[config.mk]
export PLATFORM = sky130hd
export DESIGN_NAME = store_write_buffer_flat
export DESIGN_NICKNAME = d
export VERILOG_FILES = /design/src/rtl/store_write_buffer_if.sv /design/src/rtl/store_write_buffer.sv /design/src/flat_wrapper.sv
export SDC_FILE = /design/constraint.sdc
export NUM_CORES = 1
export LEC_CHECK = 0
export ABC_CLOCK_PERIOD_IN_PS = 4500
export BUFFER_PORTS_ARGS = -buffer_cell sky130_fd_sc_hd__buf_2
export CAP_MARGIN = 30
export CORE_ASPECT_RATIO = 1.25
export CORE_MARGIN = 5
export CORE_UTILIZATION = 40
export DETAILED_ROUTE_END_ITERATION = 10
export SLEW_MARGIN = 40
export SYNTH_ARGS = -nofsm -noshare
export SYNTH_HDL_FRONTEND = slang
export SYNTH_SLANG_ARGS = --single-unit
export TNS_END_PERCENT = 1
[constraint.sdc]
create_clock -name clk -period 4.5 [get_ports clk]
set_input_delay 0.225 -clock clk [delete_from_list [all_inputs] [get_ports clk]]
set_output_delay 0.225 -clock clk [all_outputs]
set_load 0.005 [all_outputs]
[src/rtl/store_write_buffer_if.sv]
// Core-side store/load-forwarding signals and memory-side drain handshake of the store buffer.
// The buffer uses the slave modport; whatever drives the core and memory side uses master.
interface store_write_buffer_if #(
    parameter int unsigned DEPTH  = 4,
    parameter int unsigned ADDR_W = 32,
    parameter int unsigned DATA_W = 32
);
    localparam int unsigned CNT_W = $clog2(DEPTH) + 1;

    // Core store port
    logic              MemWrite;
    logic [ADDR_W-1:0] DataAdr;
    logic [DATA_W-1:0] WriteData;
    logic              StoreStall;

    // Core load-forwarding lookup
    logic [ADDR_W-1:0] LoadAdr;
    logic              LoadHit;
    logic [DATA_W-1:0] LoadData;

    // Memory drain handshake
    logic              mem_valid;
    logic [ADDR_W-1:0] mem_addr;
    logic [DATA_W-1:0] mem_data;
    logic              mem_ready;

    // Occupancy status
    logic              Empty;
    logic [CNT_W-1:0]  Count;

    modport master (
        output MemWrite, DataAdr, WriteData, LoadAdr, mem_ready,
        input  StoreStall, LoadHit, LoadData, mem_valid, mem_addr, mem_data, Empty, Count
    );

    modport slave (
        input  MemWrite, DataAdr, WriteData, LoadAdr, mem_ready,
        output StoreStall, LoadHit, LoadData, mem_valid, mem_addr, mem_data, Empty, Count
    );
endinterface

[src/rtl/store_write_buffer.sv]
// In-order store buffer between the core data port and a valid/ready data memory.
// Accepts one word store per cycle, drains in order, and forwards pending data to matching loads.
module store_write_buffer #(
    parameter int unsigned DEPTH  = 4,
    parameter int unsigned ADDR_W = 32,
    parameter int unsigned DATA_W = 32
) (
    input logic                 clk,
    input logic                 reset,
    store_write_buffer_if.slave bus
);
    localparam int unsigned PTR_W  = $clog2(DEPTH);
    localparam int unsigned CNT_W  = PTR_W + 1;
    localparam int unsigned WADR_W = ADDR_W - 2;
    localparam logic [CNT_W-1:0] FULL_CNT = CNT_W'(DEPTH);

    // Entries keep only the word address; byte offset is always zero on the bus.
    logic [WADR_W-1:0] addr_q [DEPTH];
    logic [WADR_W-1:0] addr_d [DEPTH];
    logic [DATA_W-1:0] data_q [DEPTH];
    logic [DATA_W-1:0] data_d [DEPTH];

    logic [PTR_W-1:0] wr_ptr_q, wr_ptr_d;
    logic [PTR_W-1:0] rd_ptr_q, rd_ptr_d;
    logic [CNT_W-1:0] count_q, count_d;

    logic full, empty, enq, deq;

    logic              fwd_hit;
    logic [DATA_W-1:0] fwd_data;
    logic [PTR_W-1:0]  fwd_idx;

    logic unused_low_bits;
    assign unused_low_bits = ^{bus.DataAdr[1:0], bus.LoadAdr[1:0]};

    // Acceptance depends on registered occupancy only, so a full buffer stalls even while draining.
    always_comb begin
        full  = (count_q == FULL_CNT);
        empty = (count_q == '0);
        enq   = bus.MemWrite & ~full;
        deq   = ~empty & bus.mem_ready;
    end

    always_comb begin
        addr_d   = addr_q;
        data_d   = data_q;
        wr_ptr_d = wr_ptr_q;
        rd_ptr_d = rd_ptr_q;
        count_d  = count_q;

        if (enq) begin
            addr_d[wr_ptr_q] = bus.DataAdr[ADDR_W-1:2];
            data_d[wr_ptr_q] = bus.WriteData;
            wr_ptr_d         = wr_ptr_q + PTR_W'(1);
        end

        if (deq) begin
            rd_ptr_d = rd_ptr_q + PTR_W'(1);
        end

        case ({enq, deq})
            2'b10:   count_d = count_q + CNT_W'(1);
            2'b01:   count_d = count_q - CNT_W'(1);
            default: count_d = count_q;
        endcase
    end

    always_ff @(posedge clk) begin
        if (reset) begin
            wr_ptr_q <= '0;
            rd_ptr_q <= '0;
            count_q  <= '0;
        end else begin
            wr_ptr_q <= wr_ptr_d;
            rd_ptr_q <= rd_ptr_d;
            count_q  <= count_d;
        end
    end

    // Entry storage needs no reset: occupancy alone decides which entries are live.
    always_ff @(posedge clk) begin
        addr_q <= addr_d;
        data_q <= data_d;
    end

    // Walk oldest to youngest so the last match, the youngest store, wins.
    always_comb begin
        fwd_hit  = 1'b0;
        fwd_data = '0;
        fwd_idx  = '0;
        for (int unsigned k = 0; k < DEPTH; k++) begin
            fwd_idx = rd_ptr_q + PTR_W'(k);
            if ((CNT_W'(k) < count_q) && (addr_q[fwd_idx] == bus.LoadAdr[ADDR_W-1:2])) begin
                fwd_hit  = 1'b1;
                fwd_data = data_q[fwd_idx];
            end
        end
    end

    always_comb begin
        bus.StoreStall = bus.MemWrite & full;
        bus.mem_valid  = ~empty;
        bus.mem_addr   = empty ? '0 : {addr_q[rd_ptr_q], 2'b00};
        bus.mem_data   = empty ? '0 : data_q[rd_ptr_q];
        bus.LoadHit    = fwd_hit;
        bus.LoadData   = fwd_data;
        bus.Empty      = empty;
        bus.Count      = count_q;
    end

    count_bounded: assert property (@(posedge clk) disable iff (reset) count_q <= FULL_CNT);

    head_stable: assert property (@(posedge clk) disable iff (reset)
        (bus.mem_valid && !bus.mem_ready) |=> ($stable(bus.mem_addr) && $stable(bus.mem_data)));
endmodule

[src/flat_wrapper.sv]
// flat-port wrapper written by rule: the top's interface ports become plain ports
module store_write_buffer_flat 
#(
    parameter int unsigned DEPTH  = 4,
    parameter int unsigned ADDR_W = 32,
    parameter int unsigned DATA_W = 32
)
  (clk, reset, bus_MemWrite, bus_DataAdr, bus_WriteData, bus_LoadAdr, bus_mem_ready, bus_StoreStall, bus_LoadHit, bus_LoadData, bus_mem_valid, bus_mem_addr, bus_mem_data, bus_Empty, bus_Count);
  store_write_buffer_if #(.DEPTH(DEPTH), .ADDR_W(ADDR_W), .DATA_W(DATA_W)) bus_i ();
  input logic clk;
  input logic reset;
  input wire logic [$bits(bus_i.MemWrite)-1:0] bus_MemWrite;
  input wire logic [$bits(bus_i.DataAdr)-1:0] bus_DataAdr;
  input wire logic [$bits(bus_i.WriteData)-1:0] bus_WriteData;
  input wire logic [$bits(bus_i.LoadAdr)-1:0] bus_LoadAdr;
  input wire logic [$bits(bus_i.mem_ready)-1:0] bus_mem_ready;
  output wire logic [$bits(bus_i.StoreStall)-1:0] bus_StoreStall;
  output wire logic [$bits(bus_i.LoadHit)-1:0] bus_LoadHit;
  output wire logic [$bits(bus_i.LoadData)-1:0] bus_LoadData;
  output wire logic [$bits(bus_i.mem_valid)-1:0] bus_mem_valid;
  output wire logic [$bits(bus_i.mem_addr)-1:0] bus_mem_addr;
  output wire logic [$bits(bus_i.mem_data)-1:0] bus_mem_data;
  output wire logic [$bits(bus_i.Empty)-1:0] bus_Empty;
  output wire logic [$bits(bus_i.Count)-1:0] bus_Count;
  assign bus_i.MemWrite = bus_MemWrite;
  assign bus_i.DataAdr = bus_DataAdr;
  assign bus_i.WriteData = bus_WriteData;
  assign bus_i.LoadAdr = bus_LoadAdr;
  assign bus_i.mem_ready = bus_mem_ready;
  assign bus_StoreStall = bus_i.StoreStall;
  assign bus_LoadHit = bus_i.LoadHit;
  assign bus_LoadData = bus_i.LoadData;
  assign bus_mem_valid = bus_i.mem_valid;
  assign bus_mem_addr = bus_i.mem_addr;
  assign bus_mem_data = bus_i.mem_data;
  assign bus_Empty = bus_i.Empty;
  assign bus_Count = bus_i.Count;
  store_write_buffer #(.DEPTH(DEPTH), .ADDR_W(ADDR_W), .DATA_W(DATA_W)) u_core (.clk(clk), .reset(reset), .bus(bus_i));
endmodule
==> results of run 1 <==
==> Yosys cell counts, types with 3 or more instances <==
cell / n / share of area
mux2_1: 5 / 0.0034
a2111o_1: 3 / 0.0020
o211ai_1: 3 / 0.0014
mux2_2: 86 / 0.058
inv_1: 18 / 0.0041
a221oi_1: 6 / 0.0032
nand2_1: 82 / 0.018
a2bb2oi_1: 4 / 0.0021
nand3_1: 4 / 0.0012
mux2i_1: 191 / 0.11
edfxtp_1: 248 / 0.45
a2111oi_0: 3 / 0.0016
a31oi_1: 3 / 0.0011
buf_4: 7 / 0.0032
o22ai_1: 9 / 0.0034
buf_2: 27 / 0.0081
buf_6: 12 / 0.0081
o21ai_0: 73 / 0.022
and2_1: 36 / 0.014
buf_1: 14 / 0.0032
xor2_1: 33 / 0.017
dfxtp_1: 7 / 0.0084
and3_1: 12 / 0.0045
o2111ai_1: 6 / 0.0032
o221ai_1: 5 / 0.0026
a211oi_1: 5 / 0.0023
xnor2_1: 72 / 0.038
mux4_2: 37 / 0.050
nor4b_1: 3 / 0.0016
ha_1: 9 / 0.0068
nor3_2: 29 / 0.017
clkbuf_1: 60 / 0.014
a21oi_1: 108 / 0.032
or4_1: 4 / 0.0018
or3_1: 4 / 0.0015
nor2b_1: 11 / 0.0041
nor4_1: 8 / 0.0030
o22a_1: 30 / 0.016
a22oi_1: 4 / 0.0018
nor2_1: 130 / 0.029
nand4_1: 15 / 0.0056
nor3_1: 6 / 0.0018
==> metrics by stage <==
step / power (mW) / TNS [ns] / util / cells / setup slack, ns
5_1_grt: 10.3 / -0.122 / 0.485 / 2252 / -0.0202
3_3_place_gp: 7.32 / 0 / 0.441 / 2124 / 0.397
6_report: 9.74 / 0 / 0.485 / 2253 / 0.101
2_1_floorplan: 6.06 / 0 / - / 1461 / 1.23
3_5_place_dp: 7.39 / 0 / 0.441 / 2125 / 0.381
4_1_cts: 9.70 / 0 / 0.480 / 2241 / 0.0137
==> worst max-delay path: stages, from the launching register on <==
cell     delay [ns]
dfxtp_4        0.37
buf_6          0.15
mux4_2         0.52
xnor2_1        0.24
nand4_1        0.24
or4_4          0.55
or4b_4         0.55
o22a_4         0.32
buf_4          0.19
nor3_1         0.20
o22a_1         0.17
buf_2          0.11
==> repair_timing <==
item | in CTS | in global routing
resized for setup | 9 | 13
endpoints found under the hold margin | 255 | 0
cloned | 0 | 4
pin swaps | 2 | 7
hold buffers | 63 | 0
buffers inserted | 4 | 3
endpoints found under the setup margin | 32 | 32
==> sequential cells by signal, summed over array words and instances (netlist names) <==
name	cells
u_core.rd_ptr_q	2
u_core.bus.Count	3
u_core.addr_q	120
u_core.data_q	128
u_core.wr_ptr_q	2
==> layer usage <==
metal | wire length (um) | vias to the layer above | GRT usage
li1 | - | 5933 | -
met4 | 1860 | 6 | 0.0759
met5 | 47 | - | 0
met3 | 3210 | 95 | 0.0385
met2 | 25800 | 425 | 0.373
met1 | 20000 | 6194 | 0.253
==> worst max-delay path by stage <==
stage               depth (start not counted)                from  slack [ns]          endpoint
finish                                     11  u_core.rd_ptr_q[0]        0.10  bus_LoadData[31]
detailed placement                         11  u_core.rd_ptr_q[0]        0.38  bus_LoadData[20]
floorplan                                  14  u_core.rd_ptr_q[0]        1.23  bus_LoadData[11]
global placement                           12  u_core.rd_ptr_q[0]        0.40  bus_LoadData[10]
CTS                                        12  u_core.rd_ptr_q[0]        0.01  bus_LoadData[20]
global route                               13  u_core.rd_ptr_q[0]       -0.02  bus_LoadData[17]
==> power groups by stage <==
stage          clock, mW  sequential, mW  combinational, mW
2_1_floorplan          0            2.96               3.10
3_3_place_gp           0            3.01               4.31
3_5_place_dp           0            3.03               4.37
4_1_cts             2.23            2.96               4.51
5_1_grt             2.34            2.98               4.98
6_report            2.17            2.96               4.61
==> kinds of logic after synthesis <==
group	count (synthesis)	synth area share
fa+ha+maj	9	0.00676
buf+inv	139	0.0410
compound gates	277	0.104
flops	255	0.455
mux	322	0.229
xor+xnor	105	0.0552
simple gates	352	0.109
other cells	1	0.000225
==> final cells by class <==
class                      instances  area [um2]  area share
multi-input combinational       1067        8450       0.423
sequential                       255        7590       0.381
timing repair buffer             308        2270       0.114
clock buffer                      33         741      0.0371
tap                              552         691      0.0346
clock inverter                    16         134     0.00671
inverter                          18        67.6     0.00339
antenna                            4        10.0    0.000502
==> layout by cell type (no fill, tap or decap), types with 5 or more instances in the layout <==
cell / count
clkinv_1: 6
buf_2: 196
clkbuf_16: 33
nor2_1: 130
and3_1: 11
a211oi_1: 5
edfxtp_1: 248
ha_1: 9
nor4_1: 7
nand2_1: 81
xor2_1: 33
a221oi_1: 6
buf_12: 12
mux2_1: 5
o22a_1: 30
inv_1: 16
buf_4: 25
o2111ai_1: 6
o221ai_1: 5
dfxtp_1: 5
mux2_2: 86
nor3_1: 6
xnor2_1: 71
mux4_2: 37
o22ai_1: 9
nand4_1: 15
nor2b_1: 11
mux2i_1: 188
nor3_2: 29
o21ai_0: 73
dlygate4sd3_1: 63
a21oi_1: 108
and2_1: 32
==> summary.md, run 1 <==
| Metric | Value |
|---|---|
| Post-synth cell types | `65` |
| Worst Max-Slew Pin Slew | `0.840 ns` |
| Avg Inst Size Synth | `11.4 um2` |
| Drt first pass iters | `5` |
| Post-route cell area | `0.0200 mm2` |
| Worst r2r src | `u_core.bus.Count[0]` |
| Reg2reg path depth | `5` |
| Mapped Cells | `1460` |
| DIE AREA | `0.0459 mm2` |
| Async S/R FF share, synth | `0` |
| Min Tclk post-route | `4.40 ns` |
| GRT Util Overall | `0.210` |
| Power Dens Cells | `488 mW/mm2` |
| Filler cells | `3747` |
| Slew Limit Fails | `0` |
| Internal Pwr Total | `6.12 mW` |
| Port Buffer Count | `196` |
| Fin. Hold Viols | `0` |
| Max_slew headroom | `0.434` |
| CP Class | `flip-flop to output pin` |
| Sequential-to-total area share from yosys stat | `0.455` |
| Clock skew | `0.00835 ns` |
| Pin count of the biggest net entering global routing | `138` |
| Drt total wl | `50900 um` |
| Top_reg_cell synth | `edfxtp_1` |
| Layout cells sized above 1 | `0.271` |
| Number of synthesized flops with an enable pin | `248` |
| Net Sw Frac | `0.371` |
| Drt initial violations | `919` |
| Area grow syn2layout | `19.8%` |
| DP Area | `0.0182 mm2` |
| Post-synthesis cell area | `0.0167 mm2` |
| Crit path max fanout | `5` |
| Data arrival time of the critical path | `4.17 ns` |
| GP Congestion | `0.934` |
| Comb pwr share | `0.474` |
| Die Span Y | `238 um` |
| Period utilization | `0.978` |
| Root buf cell | `clkbuf_16` |
| Via/cell ratio | `5.62` |
| CP endpoint kind | `output pin` |
| DRC | `0` |
| Yosys reg bits | `255` |
| Maximum VDD drop | `347 uV` |
| Yosys warns | `0` |
| Clock share of power | `0.223` |
| Initial antenna violation count | `8` |
| Number of global-route vias before repair | `12600` |
| First-pass GRT wire length | `73800 um` |
| Final hold slack | `0.159 ns` |
| RSZ-0062 raised after global routing | `true` |
| Sequential share of power | `0.304` |
| P_leak | `7.04 nW` |
| Outcome | `finished clean` |
| Wire length per cell | `22.6 um` |
| CTS tree | `done` |
| Worst hold-check path type | `input port to flip-flop` |
| CP Data Required Time | `4.28 ns` |
| I/O pins | `203` |
| HPWL Detailed | `35300 um` |
| Clk_lat worst skew | `0.55 ns` |
| Remaining antenna violation count | `0` |
| NetSw | `3.62 mW` |
| Reg clk slew, reported paths | `0.06 ns` |
| Core area | `0.0411 mm2` |
| Setup-failing EPs final | `0` |
| Reg2reg end | `u_core.data_q[96]` |
| Starting Density | `0.405` |
| Final-stage net count | `1787` |
| Total CTS buffers | `28` |
| Number of H-tree levels | `1` |
| Max Clk Rate | `0.227 GHz` |
| Hold path start | `bus_mem_ready` |
| # clock sinks | `255` |
| Max Cap Viol | `0` |
| Vias | `12700` |
| GRT overflow | `0` |
| Die width | `193 um` |
| Site row count | `83` |
| Hold path cells | `4` |
| Crit path launch type | `flip-flop` |
| Clock Path Buffers | `3` |
| FF-to-FF setup slack | `1.64 ns` |
| Hold endpoint | `u_core.rd_ptr_q[0]` |
No activity file was read; power rests on OpenSTA's default activity.
==> run 2: changes to the inputs <==
- RECOVER_POWER: default -> 100
==> summary.md, run 2 (synthesis results as in run 1) <==
| Metric | Value |
|---|---|
| CTS tree | `done` |
| Reg2reg end | `u_core.data_q[36]` |
| Initial antenna violation count | `8` |
| Die Span Y | `238 um` |
| Crit path max fanout | `16` |
| DIE AREA | `0.0459 mm2` |
| Core area | `0.0411 mm2` |
| Max_slew headroom | `-0.377` |
| Final-stage net count | `1787` |
| Area grow syn2layout | `18.8%` |
| Setup-failing EPs final | `0` |
| Crit path max-delay family | `simple AND/OR/NAND/NOR gates` |
| Drt total wl | `50800 um` |
| Wire length per cell | `22.5 um` |
| GP Congestion | `0.934` |
| CP Data Required Time | `4.28 ns` |
| Worst r2r src | `u_core.bus.Count[0]` |
| Hold endpoint | `u_core.rd_ptr_q[0]` |
| Power Dens Cells | `489 mW/mm2` |
| Filler cells | `3805` |
| Starting Density | `0.405` |
| Clock Path Buffers | `3` |
| Via/cell ratio | `5.61` |
| Worst-path cell chain | `buf_4 -> buf_6 -> mux4_2 -> xnor2_1 -> nor4_2 -> nand4_1 -> nor4_4 -> buf_4 -> clkbuf_16 -> mux2i_1 -> nor3_2 -> o22a_1 -> buf_2` |
| Total CTS buffers | `28` |
| Site row count | `83` |
| Maximum VDD drop | `348 uV` |
| FF-to-FF setup slack | `0.31 ns` |
| GRT Util Overall | `0.210` |
| Min Tclk post-route | `4.42 ns` |
| Hold path start | `bus_mem_ready` |
| Drt initial violations | `885` |
| Die width | `193 um` |
| Setup TNS | `0 ns` |
| Port Buffer Count | `196` |
| Max Clk Rate | `0.226 GHz` |
| Critical-path top delay cell | `mux4_2` |
| HPWL Detailed | `35300 um` |
| Period utilization | `0.982` |
| Root buf cell | `clkbuf_16` |
| Final setup margin | `0.0792 ns` |
| Pin count of the biggest net entering global routing | `138` |
| DRC | `0` |
| Hold path cells | `4` |
| Slew Limit Fails | `38` |
| Worst Max-Slew Pin Slew | `2.06 ns` |
| Max reg flops | `128` |
| First-pass GRT wire length | `73800 um` |
| Setup Slack @ Placement | `0.381 ns` |
| Number of global-route vias before repair | `12600` |
| CP Launch Point | `u_core.rd_ptr_q[0]` |
| Failing checks | `capacitance limit, slew limit` |
| Commonest non-fill, non-tap cell in the layout | `edfxtp_1` |
| GRT overflow | `0` |
| Drt first pass iters | `7` |
| CP endpoint kind | `output pin` |
| Vias | `12600` |
| Fin. Hold Viols | `0` |
| # clock sinks | `255` |
| Clock skew | `0.00559 ns` |
| CP Class | `flip-flop to output pin` |
| Layout cells sized above 1 | `0.206` |
| Max Cap Viol | `2` |
| Reg clk slew, reported paths | `0.06 ns` |
| Data arrival time of the critical path | `4.20 ns` |
| Outcome | `complete, but fails checks` |
| Worst path max stage delay | `0.56 ns` |
| Most frequent cells in the layout | `edfxtp_1, mux2i_1, nor2_1` |
| Number of H-tree levels | `1` |
| Crit path buf inv count | `5` |
| Inst Count DP | `2125` |
| Largest reg by FF count | `u_core.data_q` |
| Remaining antenna violation count | `0` |
| Layout Cells excl Fill | `2253` |
| P_leak | `6.67 nW` |
| Reg2reg path depth | `5` |
| I/O pins | `203` |
| Crit path launch type | `flip-flop` |
| RSZ-0062 raised after global routing | `true` |
| Most used cell, CP | `buf_4` |
| Clk_lat worst skew | `0.55 ns` |
| Worst hold-check path type | `input port to flip-flop` |
[run 2: cell types whose count changed in the layout (fill, tap and decap cells not counted), moves of 2 or more]
cell | previous run | this run
buf_2 | 196 | 85
clkbuf_4 | 0 | 2
buf_4 | 25 | 16
clkbuf_1 | 4 | 109
and2_1 | 32 | 13
and2_2 | 0 | 2
and2_4 | 4 | 0
clkbuf_2 | 0 | 13
and2_0 | 0 | 21
[run 2: worst register-to-register path: cells and delay by family (launching register included)]
kind / cells / cell delay, ns
simple gates: 1 / 1.61
buf+inv: 2 / 0.84
compound gates: 1 / 0.62
flops: 1 / 0.48
fa+ha+maj: 1 / 0.26
[run 2: metrics by stage]
| step | util | cell area [um2] | hold WS, ns | total power, mW |
|---|---|---|---|---|
| after floorplan | - | 16700 | 0.294 | 6.06 |
| after global placement | 0.441 | 18100 | 0.436 | 7.32 |
| after detailed placement | 0.441 | 18200 | 0.440 | 7.39 |
| after CTS | 0.480 | 19800 | 0.124 | 9.70 |
| after global routing | 0.481 | 19800 | 0.146 | 10.2 |
| final | 0.481 | 19800 | 0.160 | 9.69 |
[run 2: repair_timing]
action	in CTS	in global routing
cloned	0	4
setup endpoints to repair	32	32
buffers inserted	4	3
pin swaps	2	7
hold buffers	63	0
endpoints found under the hold margin	255	0
resized for setup	9	13
[run 2: worst max path at each step]
stage	cells past startpoint	slack, ns	to
global route	13	-0.02	bus_LoadData[17]
finish	13	0.08	bus_LoadData[29]
global placement	12	0.40	bus_LoadData[10]
detailed placement	11	0.38	bus_LoadData[20]
floorplan	14	1.23	bus_LoadData[11]
CTS	12	0.01	bus_LoadData[20]
[run 2: layout make-up]
cell class                      instances  area [um2]  share of cell area
Sequential cell                       255        7590               0.384
Tap cell                              552         691              0.0349
Clock buffer                           33         741              0.0374
Timing Repair Buffer                  308        2120               0.107
Inverter                               18        67.6             0.00341
Clock inverter                         16         134             0.00676
Multi-Input combinational cell       1067        8430               0.426
Antenna cell                            4        10.0            0.000506
[run 2: per-layer routing]
layer  share of wire  global-route usage
met5         0.00093                   0
met1            0.39               0.253
met3           0.067              0.0385
met4           0.037              0.0759
met2            0.51               0.373
[run 2: where the power goes]
group / switching, mW / internal (mW)
Sequential: 0.126 / 2.84
Clock: 0.890 / 1.28
Combinational: 2.60 / 1.95
==> run 3: changes to the inputs <==
- PLACE_DENSITY: default -> 0.54
- SLEW_MARGIN: 40 -> 10
==> summary.md, run 3 (synthesis results as in run 1) <==
| Metric | Value |
|---|---|
| Min Tclk post-route | `4.41 ns` |
| Crit path buf inv count | `2` |
| Final hold slack | `0.145 ns` |
| Hold endpoint | `u_core.rd_ptr_q[0]` |
| Die width | `193 um` |
| FF-to-FF setup slack | `0.39 ns` |
| Worst r2r src | `u_core.bus.Count[0]` |
| Via/cell ratio | `5.54` |
| CP Launch Point | `u_core.rd_ptr_q[0]` |
| Remaining antenna violation count | `0` |
| Initial antenna violation count | `5` |
| Worst Max-Slew Pin Slew | `2.15 ns` |
| Layout Cells excl Fill | `2268` |
| Most frequent cells in the layout | `edfxtp_1, mux2i_1, nor2_1` |
| Setup-failing EPs final | `0` |
| Number of global-route vias before repair | `12800` |
| Final core occ | `0.482` |
| Worst-path cell chain | `buf_4 -> mux4_2 -> xnor2_1 -> nand4_1 -> or4_4 -> or4b_4 -> o22a_2 -> nor3_2 -> o22a_1 -> buf_2` |
| Setup TNS | `0 ns` |
| DIE AREA | `0.0459 mm2` |
| Maximum VDD drop | `315 uV` |
| Failing checks | `capacitance limit, slew limit` |
| Reg clk slew, reported paths | `0.06 ns` |
| Hold path cells | `4` |
| HPWL Detailed | `35800 um` |
| Data arrival time of the critical path | `4.19 ns` |
| Max reg flops | `128` |
| # clock sinks | `255` |
| Final-stage net count | `1800` |
| Site row count | `83` |
| Clock skew | `0.0202 ns` |
| Largest reg by FF count | `u_core.data_q` |
| First-pass GRT wire length | `76200 um` |
| Pin count of the biggest net entering global routing | `100` |
| Crit path max-delay family | `simple AND/OR/NAND/NOR gates` |
| Commonest non-fill, non-tap cell in the layout | `edfxtp_1` |
| Total CTS buffers | `28` |
| RSZ-0062 raised after global routing | `true` |
| Core area | `0.0411 mm2` |
| Slew Limit Fails | `112` |
| Inst Count DP | `2137` |
| Hold path start | `bus_mem_ready` |
| Crit path launch type | `flip-flop` |
| CP Class | `flip-flop to output pin` |
| Drt total wl | `52100 um` |
| Clk_lat worst skew | `0.57 ns` |
| Die Span Y | `238 um` |
| Power Dens Cells | `488 mW/mm2` |
| GRT overflow | `0` |
| Area grow syn2layout | `18.9%` |
| Max Clk Rate | `0.227 GHz` |
| P_leak | `6.75 nW` |
| Port Buffer Count | `196` |
| Drt initial violations | `659` |
| Reg2reg end | `u_core.addr_q[100]` |
| Root buf cell | `clkbuf_16` |
| Reg2reg path depth | `5` |
| Wire length per cell | `23.0 um` |
| Clock Path Buffers | `3` |
| I/O pins | `203` |
| Drt first pass iters | `6` |
| Max_slew headroom | `-0.432` |
| DRC | `0` |
| Period utilization | `0.980` |
| CTS tree | `done` |
| Worst path max stage delay | `0.65 ns` |
| Layout cells sized above 1 | `0.221` |
| GRT Util Overall | `0.218` |
| CP endpoint kind | `output pin` |
| Crit path max fanout | `12` |
| CP Data Required Time | `4.28 ns` |
| Max Cap Viol | `3` |
| Fin. Hold Viols | `0` |
| Worst hold-check path type | `input port to flip-flop` |
| Starting Density | `0.405` |
| Number of H-tree levels | `1` |
| Critical-path top delay cell | `or4b_4` |
| GP Congestion | `0.977` |
| Outcome | `complete, but fails checks` |
| Vias | `12600` |
## run 3: cell types whose count changed in the layout (fill, tap and decap cells not counted), sizes merged
cell | before | now
buf | 119 | 152
bufinv | 2 | 1
clkbuf | 159 | 137
clkinv | 11 | 14
clkinvlp | 3 | 2
o22a | 31 | 34
## run 3: area by class of cell
class | instances | area (um2)
clock inverter | 17 | 110
fill | 3837 | 21300
antenna | 4 | 10.0
timing repair buffer | 318 | 2100
inverter | 18 | 67.6
multi-input combinational | 1070 | 8490
clock buffer | 34 | 744
sequential | 255 | 7590
tap | 552 | 691
## run 3: worst max path at each step
stage | to | slack [ns] | cells past startpoint
2_1_floorplan | bus_LoadData[11] | 1.23 | 14
3_3_place_gp | bus_LoadData[28] | 0.44 | 11
3_5_place_dp | bus_LoadData[29] | 0.46 | 11
4_1_cts | bus_LoadData[28] | 0.005 | 10
5_1_grt | bus_LoadData[19] | -0.006 | 12
6_report | bus_LoadData[14] | 0.09 | 10
## run 3: what timing repair did
action | 4_1_cts | 5_1_grt
resized for setup | 5 | 14
pin swaps | 3 | 1
cloned | 3 | 1
setup buffers | 2 | 6
endpoints found under the setup margin | 32 | 32
hold buffers | 63 | 0
endpoints found under the hold margin | 255 | 0
## run 3: worst min-delay path: cells and delay by family
kind	cells	cell delay, ns
xor gates and xnor gates	1	0.14
and+or+nand+nor	2	0.19
buffers and inverters	1	0.10
## run 3: power by group
part / total (mW) / switching, mW / internal (mW)
Combinational: 4.52 / 2.56 / 1.96
Sequential: 2.99 / 0.147 / 2.84
Clock: 2.15 / 0.929 / 1.22
## run 3: stage by stage
| step | instance area [um2] | power, mW | setup WS, ns |
|---|---|---|---|
| after detailed placement | 18200 | 7.47 | 0.457 |
| after global placement | 18200 | 7.41 | 0.439 |
| after CTS | 19800 | 9.72 | 0.00451 |
| after global routing | 19800 | 10.2 | -0.00571 |
| after floorplan | 16700 | 6.06 | 1.23 |
| final | 19800 | 9.66 | 0.0880 |
## run 3: layer usage
layer / part of all wire / up-vias / global-route usage
met2: 0.51 / 377 / 0.394
met3: 0.060 / 106 / 0.0401
met1: 0.39 / 6111 / 0.255
li1: - / 5974 / -
met5: 0.00025 / - / 0
met4: 0.044 / 2 / 0.0856
